### src/rtl/mul_radix2_host.sv
// Host-side master for the nibble-serial radix-2 multiplier.
// Takes a parallel operand pair, streams A then B LSB-nibble-first behind a
// one-cycle start pulse, and rebuilds the serial result into a parallel word.
// Timeouts and wrong result-nibble counts are reported on res_error.
module mul_radix2_host #(
  parameter int unsigned BIT_WIDTH      = 32,
  parameter int unsigned TIMEOUT_CYCLES = 64
) (
  input  logic                 clk,
  input  logic                 rst_n,
  input  logic                 op_valid,
  output logic                 op_ready,
  input  logic [BIT_WIDTH-1:0] op_a,
  input  logic [BIT_WIDTH-1:0] op_b,
  output logic                 res_valid,
  input  logic                 res_ready,
  output logic [BIT_WIDTH-1:0] res_data,
  output logic                 res_error,
  output logic                 mul_start,
  output logic [3:0]           mul_data_in,
  input  logic [3:0]           mul_data_out,
  input  logic                 mul_data_out_valid,
  input  logic                 mul_result_complete,
  input  logic                 mul_ready
);

  localparam int unsigned N   = BIT_WIDTH / 4;
  localparam int unsigned TXW = $clog2(2 * N) + 1;
  localparam int unsigned RXW = $clog2(N + 1) + 1;
  localparam int unsigned TMW = $clog2(TIMEOUT_CYCLES + 1) + 1;

  localparam logic [TXW-1:0] TX_LAST = TXW'(2 * N - 1);
  localparam logic [RXW-1:0] RX_FULL = RXW'(N);
  localparam logic [RXW-1:0] RX_LAST = RXW'(N - 1);
  localparam logic [TMW-1:0] TM_LAST = TMW'(TIMEOUT_CYCLES - 1);

  typedef enum logic [2:0] {
    S_IDLE,
    S_WAIT_RDY,
    S_SEND,
    S_COLLECT,
    S_RESP
  } state_e;

  state_e                 state_q, state_d;
  logic [2*BIT_WIDTH-1:0] tx_sr_q, tx_sr_d;
  logic [TXW-1:0]         tx_cnt_q, tx_cnt_d;
  logic [BIT_WIDTH-1:0]   rx_sr_q, rx_sr_d;
  logic [RXW-1:0]         rx_cnt_q, rx_cnt_d;
  logic                   rx_ovf_q, rx_ovf_d;
  logic [TMW-1:0]         timer_q, timer_d;
  logic                   err_q, err_d;
  logic                   start_q, start_d;
  logic [3:0]             din_q, din_d;

  // Registered outputs; res_valid/op_ready decode only the state flop.
  assign op_ready    = (state_q == S_IDLE);
  assign res_valid   = (state_q == S_RESP);
  assign res_data    = rx_sr_q;
  assign res_error   = err_q;
  assign mul_start   = start_q;
  assign mul_data_in = din_q;

  // State and datapath registers with synchronous active-low reset.
  always_ff @(posedge clk) begin
    if (!rst_n) begin
      state_q  <= S_IDLE;
      tx_sr_q  <= '0;
      tx_cnt_q <= '0;
      rx_sr_q  <= '0;
      rx_cnt_q <= '0;
      rx_ovf_q <= 1'b0;
      timer_q  <= '0;
      err_q    <= 1'b0;
      start_q  <= 1'b0;
      din_q    <= '0;
    end else begin
      state_q  <= state_d;
      tx_sr_q  <= tx_sr_d;
      tx_cnt_q <= tx_cnt_d;
      rx_sr_q  <= rx_sr_d;
      rx_cnt_q <= rx_cnt_d;
      rx_ovf_q <= rx_ovf_d;
      timer_q  <= timer_d;
      err_q    <= err_d;
      start_q  <= start_d;
      din_q    <= din_d;
    end
  end

  // Next-state, nibble transmit, result capture and timeout logic.
  always_comb begin
    state_d  = state_q;
    tx_sr_d  = tx_sr_q;
    tx_cnt_d = tx_cnt_q;
    rx_sr_d  = rx_sr_q;
    rx_cnt_d = rx_cnt_q;
    rx_ovf_d = rx_ovf_q;
    timer_d  = timer_q;
    err_d    = err_q;
    start_d  = 1'b0;
    din_d    = '0;

    // Result nibbles can overlap the tail of SEND, so capture runs in both
    // states; nibbles beyond N are dropped and only flagged.
    if ((state_q == S_SEND || state_q == S_COLLECT) && mul_data_out_valid) begin
      if (rx_cnt_q < RX_FULL) begin
        rx_sr_d  = {mul_data_out, rx_sr_q[BIT_WIDTH-1:4]};
        rx_cnt_d = rx_cnt_q + 1'b1;
      end else begin
        rx_ovf_d = 1'b1;
      end
    end

    unique case (state_q)
      S_IDLE: begin
        if (op_valid) begin
          tx_sr_d  = {op_b, op_a};
          tx_cnt_d = '0;
          rx_sr_d  = '0;
          rx_cnt_d = '0;
          rx_ovf_d = 1'b0;
          timer_d  = '0;
          err_d    = 1'b0;
          state_d  = S_WAIT_RDY;
        end
      end
      S_WAIT_RDY: begin
        // The first SEND nibble is loaded here so it leaves a flop together
        // with the start pulse.
        if (mul_ready) begin
          start_d  = 1'b1;
          din_d    = tx_sr_q[3:0];
          tx_sr_d  = {4'h0, tx_sr_q[2*BIT_WIDTH-1:4]};
          tx_cnt_d = '0;
          timer_d  = '0;
          state_d  = S_SEND;
        end else if (timer_q == TM_LAST) begin
          err_d   = 1'b1;
          state_d = S_RESP;
        end else begin
          timer_d = timer_q + 1'b1;
        end
      end
      S_SEND: begin
        if (tx_cnt_q == TX_LAST) begin
          timer_d = '0;
          state_d = S_COLLECT;
        end else begin
          din_d    = tx_sr_q[3:0];
          tx_sr_d  = {4'h0, tx_sr_q[2*BIT_WIDTH-1:4]};
          tx_cnt_d = tx_cnt_q + 1'b1;
        end
      end
      S_COLLECT: begin
        // The completing nibble is the N-th only if exactly N-1 came before.
        if (mul_data_out_valid && mul_result_complete) begin
          err_d   = (rx_cnt_q != RX_LAST) || rx_ovf_q;
          state_d = S_RESP;
        end else if (timer_q == TM_LAST) begin
          err_d   = 1'b1;
          state_d = S_RESP;
        end else begin
          timer_d = timer_q + 1'b1;
        end
      end
      S_RESP: begin
        if (res_ready) begin
          state_d = S_IDLE;
        end
      end
      default: state_d = S_IDLE;
    endcase
  end

endmodule

### config.mk
export PLATFORM = sky130hd
export DESIGN_NAME = mul_radix2_host
export DESIGN_NICKNAME = d
export VERILOG_FILES = /design/src/rtl/mul_radix2_host.sv
export SDC_FILE = /design/constraint.sdc
export NUM_CORES = 1
export LEC_CHECK = 0
export CAP_MARGIN = 40
export CORE_MARGIN = 5
export CORE_UTILIZATION = 36
export CTS_BUF_LIST = sky130_fd_sc_hd__clkbuf_8
export DETAILED_ROUTE_END_ITERATION = 7
export DONT_BUFFER_PORTS = 1
export PLACE_DENSITY = 0.51
export SYNTH_ARGS = -nofsm -noshare
export SYNTH_HDL_FRONTEND = slang
export SYNTH_SLANG_ARGS = --single-unit
### constraint.sdc
create_clock -name clk -period 6.6 [get_ports clk]
set_clock_uncertainty 0.2 [all_clocks]
set_input_delay 0.66 -clock clk [delete_from_list [all_inputs] [get_ports clk]]
set_output_delay 0.66 -clock clk [all_outputs]
set_load 0.01 [all_outputs]
==> results of run 1 <==
[cell usage after synthesis (3+ instances only)]
master / instances
a211oi_1: 4
a21oi_1: 168
a31oi_1: 3
and2_1: 5
and3_1: 4
buf_2: 17
clkbuf_1: 27
dfxtp_1: 124
ha_1: 4
inv_1: 8
nand2_1: 148
nand3_1: 10
nor2_1: 15
nor3_1: 5
o21ai_0: 65
o22ai_1: 4
xnor2_1: 3
[cell families after synthesis]
logic type	Yosys count
buffers and inverters	58
multiplexers	2
AO/OA/AOI/OAI	258
AND/OR/NAND/NOR	207
adder cells (fa/ha/maj)	4
XOR/XNOR	4
flip-flops	124
[metrics by stage]
stage	worst slack [ns]	instances	total power [mW]
6_report	3.95	823	1.72
5_1_grt	3.77	823	1.82
4_1_cts	3.93	823	1.74
3_5_place_dp	3.95	793	1.10
3_3_place_gp	3.97	790	1.09
2_1_floorplan	4.36	657	1.05
[final cells by class]
cell class / count / share of cell area, %
multi-input cells: 475 / 43.0
inverters: 8 / 0.534
clock inverters: 7 / 1.13
well taps: 180 / 4.00
repair buffers: 6 / 1.51
clock buffers: 23 / 5.63
flip-flops and latches: 124 / 44.1
[power by group through the flow]
stage / sequential, mW / combinational, mW / clock (mW)
final: 0.842 / 0.239 / 0.635
after global routing: 0.850 / 0.277 / 0.691
after CTS: 0.842 / 0.243 / 0.660
after detailed placement: 0.858 / 0.242 / 0
after global placement: 0.857 / 0.234 / 0
after floorplan: 0.846 / 0.204 / 0
[state kept, by name (all words and copies together) (netlist names)]
register,cells
rx_ovf_q,1
timer_q,8
mul_start,1
res_error,1
res_data,32
mul_data_in,4
tx_cnt_q,5
tx_sr_q,64
state_q,3
rx_cnt_q,5
[metal layers]
layer / up-vias / global-route usage, %
li1: 2230 / -
met2: 96 / 23.7
met3: 10 / 5.65
met4: 0 / 5.20
met5: - / 0
met1: 2052 / 19.2
[how the worst min path moves through the flow]
stage | start | slack, ns | endpoint | cells past startpoint
finish | op_a[18] | 0.16 | tx_sr_q[18] | 2
global route | op_a[25] | 0.13 | tx_sr_q[25] | 2
CTS | op_a[20] | 0.13 | tx_sr_q[20] | 2
detailed placement | tx_sr_q[62] | 0.25 | tx_sr_q[62] | 2
global placement | rx_ovf_q | 0.23 | rx_ovf_q | 2
floorplan | tx_sr_q[0] | 0.22 | mul_data_in[0] | 1
==> impl_metrics.tcl, run 1 <==
set metrics [dict create \
    start_kind "flip-flop" \
    p_sw_share_pct 27.8 \
    die_x_um 130 \
    async_reset_ff_share_pct 0 \
    regArea_um2 2480 \
    synth.yosys.seq_area_share_pct 48.2 \
    synth_area_per_cell_um2 7.83 \
    syn_nets 736 \
    grt_pass1_wl_um 20500 \
    yosys.area_share.simple_pct 17.5 \
    numPortBuffers 0 \
    core_um2 13900 \
    synth_xor_area_share_pct 0.681 \
    crit_slowest_cell "or3_1" \
    power.switching_mw 0.477 \
    num_antenna_cells 0 \
    synth_edf_count 0 \
    grt-ovfl-total 0 \
    hp-class "input port to flip-flop" \
    fp.dieH_um 130 \
    postSynthCellCount 657 \
    cp_max_fo 68 \
    final_util_pct 40.4 \
    layout_common_cells "a21oi_1 (168), nand2_1 (148), dfxtp_1 (124), o21ai_0 (65), clkbuf_8 (23)" \
    hpwlAfterDp_um 8180 \
    reg2reg_to "tx_cnt_q[3]" \
    rsz0062_at_grt "false" \
    met1_length_um 5680 \
    cts_resized 0 \
    worstSkewPairLatency_ns 0.42 \
    path_buf_inv 1 \
    slew_violations 0 \
    nets 711 \
    max_stage_delay_ns 0.42 \
    synth.area.top_cells "dfxtp_1 (48%), a21oi_1 (16%), nand2_1 (11%), o21ai_0 (6.3%), clkbuf_1 (2.0%)" \
    cts.clk_slew.worst_paths_ns 0.07 \
    p_seq_share_pct 49.1 \
    cts_hold_buf 0 \
    yosys_warnings 0 \
    place_congestion 0.735 \
    route.detailed.drc 0 \
    grtUsageTotal_pct 15.1 \
    cp.depth 8 \
    ys_ff_latch 124 \
    synth_mux_area_share_pct 0.413 \
    reg2reg_slack_ns 3.95 \
    r2r_cells 8 \
    cp-endpoint "tx_cnt_q[3]" \
    layout-drive-gt1-share_pct 7.15 \
    drt-initial-drc-count 335 \
    status "finished clean" \
    dr_total_vias 4388 \
    yosys.area.top_type "dfxtp_1" \
    rows 43 \
    fin_area_um2 5620 \
    multi_input_area_um2 2420 \
    slew-limit-headroom_pct 53.0 \
    route.final.wire_length_um 12600 \
    crit_top_cell "ha_1" \
    fillCellCount 1463 \
    wl_per_cell_um 15.3 \
    hold_ws_ns 0.163 \
    synth_top_family_by_area "compound AO/OA/AOI/OAI gates" \
    arrival_ns 2.80 \
    crit_family "simple AND/OR/NAND/NOR gates" \
    internal_power_mw 1.24 \
    worstSetupStartpoint "tx_cnt_q[0]" \
    crit_chain "ha_1, and3_1, ha_1, or3b_4, a2bb2oi_4, buf_4, or3_1, a21oi_1" \
    syn_to_final_growth_pct 9.29 \
    finalSetupTns_ns 0 \
    highest_layer "met4" \
    yosys_most_used_dff "dfxtp_1" \
    final_common_cell "a21oi_1" \
    crit_path_end_kind "flip-flop" \
    cts_buffer_depth 2 \
    irDropWorstVdd_uv 157 \
    first_pass_iters 5 \
    dieArea_um2 16800 \
    start_util_pct 36.9 \
    fin_crit_ns 2.65 \
    synth_compound_area_share_pct 27.1 \
    reg2reg_from "tx_cnt_q[0]" \
    yosys.area_share.adder_pct 0.973 \
    via_per_inst 5.33 \
    max_freq_mhz 378 \
    num_io_pins 115 \
    postPlaceCellArea_um2 5240 \
    post-cts-setup-buffers 0 \
    cts_tree "yes" \
    syn_area_um2 5150 \
    cts_sinks 124 \
    yosysTopAreaCellShare_pct 48.2 \
    ys_types 51 \
    pwr-share-clk_pct 37.0 \
    finalHoldViolations 0 \
    htreeDepth 4 \
    antenna_found_initial 0 \
    grt_pass1_vias 4228 \
    ant_nets 0 \
    power_density_nw_per_um2 305 \
    cts_made_buffers 17 \
    cts_root_buf "clkbuf_8" \
    grt_max_degree 78 \
    wl_met3_um 844 \
    tightestPinTransition_ns 0.705 \
    max-cap-violations 0 \
    finalSetupViolations 0 \
    wl_met2_um 5930 \
    crit_type "flip-flop to flip-flop" \
    cp_data_required_time_ns 6.75 \
    post-route-period-util_pct 40.1 \
    p_leak_nw 2.06 \
    power_frac_comb_pct 14.0 \
]
Power figures use the tool's default switching activity.
==> inputs of run 2 (changes only) <==
--- a/config.mk
+++ b/config.mk
@@ -11,7 +11,7 @@
 export CTS_BUF_LIST = sky130_fd_sc_hd__clkbuf_8
 export DETAILED_ROUTE_END_ITERATION = 7
 export DONT_BUFFER_PORTS = 1
-export PLACE_DENSITY = 0.51
+export PLACE_DENSITY = 0.53
 export SYNTH_ARGS = -nofsm -noshare
 export SYNTH_HDL_FRONTEND = slang
 export SYNTH_SLANG_ARGS = --single-unit
==> constraint.sdc (replaced) <==
create_clock -name clk -period 2.3 [get_ports clk]
set_clock_uncertainty 0.2 [all_clocks]
set_input_delay 0.23 -clock clk [delete_from_list [all_inputs] [get_ports clk]]
set_output_delay 0.23 -clock clk [all_outputs]
set_load 0.01 [all_outputs]
==> impl_metrics.tcl, run 2 (synthesis gave the netlist of run 1 again) <==
set metrics [dict create \
    route.detailed.drc 0 \
    post-route-period-util_pct 101 \
    crit_type "flip-flop to flip-flop" \
    place_congestion 0.803 \
    htreeDepth 4 \
    cts_made_buffers 17 \
    fillCellCount 1318 \
    grtUsageTotal_pct 16.9 \
    start_kind "flip-flop" \
    first_pass_iters 5 \
    grt_pass1_vias 4717 \
    worstHoldStart "mul_ready" \
    fin_crit_ns 2.32 \
    setup_slack_ns -0.0223 \
    slew_violations 0 \
    fp.dieH_um 130 \
    power_density_nw_per_um2 790 \
    antenna_found_initial 0 \
    p_leak_nw 2.66 \
    layout-drive-gt1-share_pct 11.7 \
    num_io_pins 115 \
    cts_sinks 124 \
    cts_buffer_depth 2 \
    cts.clk_slew.worst_paths_ns 0.07 \
    p_total_mw 5.58 \
    via_per_inst 5.31 \
    pre_cts_ws_ns -0.0312 \
    final_common_cell "a21oi_1" \
    grt_max_degree 69 \
    grt_pass1_wl_um 23000 \
    cp_max_fo 5 \
    max-cap-violations 0 \
    numPortBuffers 0 \
    top_register "tx_sr_q" \
    grt-ovfl-total 0 \
    finalSetupTns_ns -0.0538 \
    start_util_pct 36.9 \
    worstSetupStartpoint "tx_cnt_q[1]" \
    hp-class "input port to flip-flop" \
    dieArea_um2 16800 \
    rsz0062_at_grt "true" \
    finalHoldViolations 0 \
    die_x_um 130 \
    crit_path_end_kind "flip-flop" \
    dr_total_vias 4962 \
    hpwlAfterDp_um 8490 \
    ant_nets 0 \
    finalSetupViolations 9 \
    tightestPinTransition_ns 0.544 \
    cts_tree "yes" \
    largest_reg_flops 64 \
    status "complete, but fails checks" \
    layout_common_cells "a21oi_1 (165), nand2_1 (148), dfxtp_1 (120), dlygate4sd3_1 (84), o21ai_0 (42)" \
    final_cell_count_no_fill 935 \
    hold_ws_ns 0.0664 \
    cp_data_required_time_ns 2.47 \
    core_um2 13900 \
    route.final.wire_length_um 15200 \
    nets 822 \
    num_antenna_cells 0 \
    syn_to_final_growth_pct 37.2 \
    rows 43 \
    cts_root_buf "clkbuf_8" \
    placedCellCount 804 \
    reg2reg_from "tx_cnt_q[1]" \
    arrival_ns 2.49 \
    wl_per_cell_um 16.2 \
    violations "negative setup slack" \
    max_freq_mhz 431 \
    irDropWorstVdd_uv 481 \
    worstSkewPairLatency_ns 0.44 \
    slew-limit-headroom_pct 63.7 \
    drt-initial-drc-count 370 \
]
run 2: final cells by class:
type / instances / area (um^2) / share of cell area [%]
flip-flops and latches: 124 / 2490 / 35.2
inverters: 8 / 30.0 / 0.425
repair buffers: 116 / 1410 / 19.9
clock buffers: 20 / 275 / 3.90
multi-input cells: 476 / 2490 / 35.3
clock inverters: 11 / 143 / 2.02
well taps: 180 / 225 / 3.19
run 2: per-layer routing:
| metal | global-route usage (%) | vias up | part of all wire [%] | routed length [um] |
|---|---|---|---|---|
| met4 | 5.44 | 0 | 1.8 | 280 |
| met2 | 27.1 | 141 | 48 | 7260 |
| li1 | - | 2458 | - | - |
| met3 | 5.44 | 27 | 6.1 | 929 |
| met5 | 0 | - | 0 | 0 |
| met1 | 21.5 | 2336 | 44 | 6710 |
run 2: stage by stage:
step	util (%)	cell area (um^2)
CTS	47.8	6660
finish	50.7	7060
global placement	38.6	5370
global route	50.7	7060
floorplan	-	5150
detailed placement	38.6	5370
run 2: final timing paths:
check                                   end  slack, ns  cells after the start
worst max-delay path            tx_sr_q[41]      -0.02                      9
worst min-delay path             timer_q[1]       0.07                      4
worst max register to register  tx_sr_q[41]      -0.02                      9
worst min register to register     rx_ovf_q       0.25                      2
run 2: timing repair:
item,CTS,global route
cloned,0,14
endpoints found under the hold margin,124,0
setup buffers,0,1
pin swaps,0,8
setup endpoints to repair,2,71
hold buffers,85,0
gates resized for setup,1,45
run 2: power breakdown:
part / internal (mW) / switching (mW) / total (mW)
registers: 2.32 / 0.106 / 2.43
clock network: 1.14 / 0.873 / 2.02
logic: 0.533 / 0.600 / 1.13
run 2: critical path, cell delays in order, from the launching register on:
cell	delay [ns]
dfxtp_2	0.35
ha_4	0.16
and3_4	0.18
ha_4	0.15
or3b_4	0.44
o2bb2ai_4	0.22
clkbuf_16	0.20
clkbuf_16	0.14
o21ai_0	0.07
a21oi_1	0.14
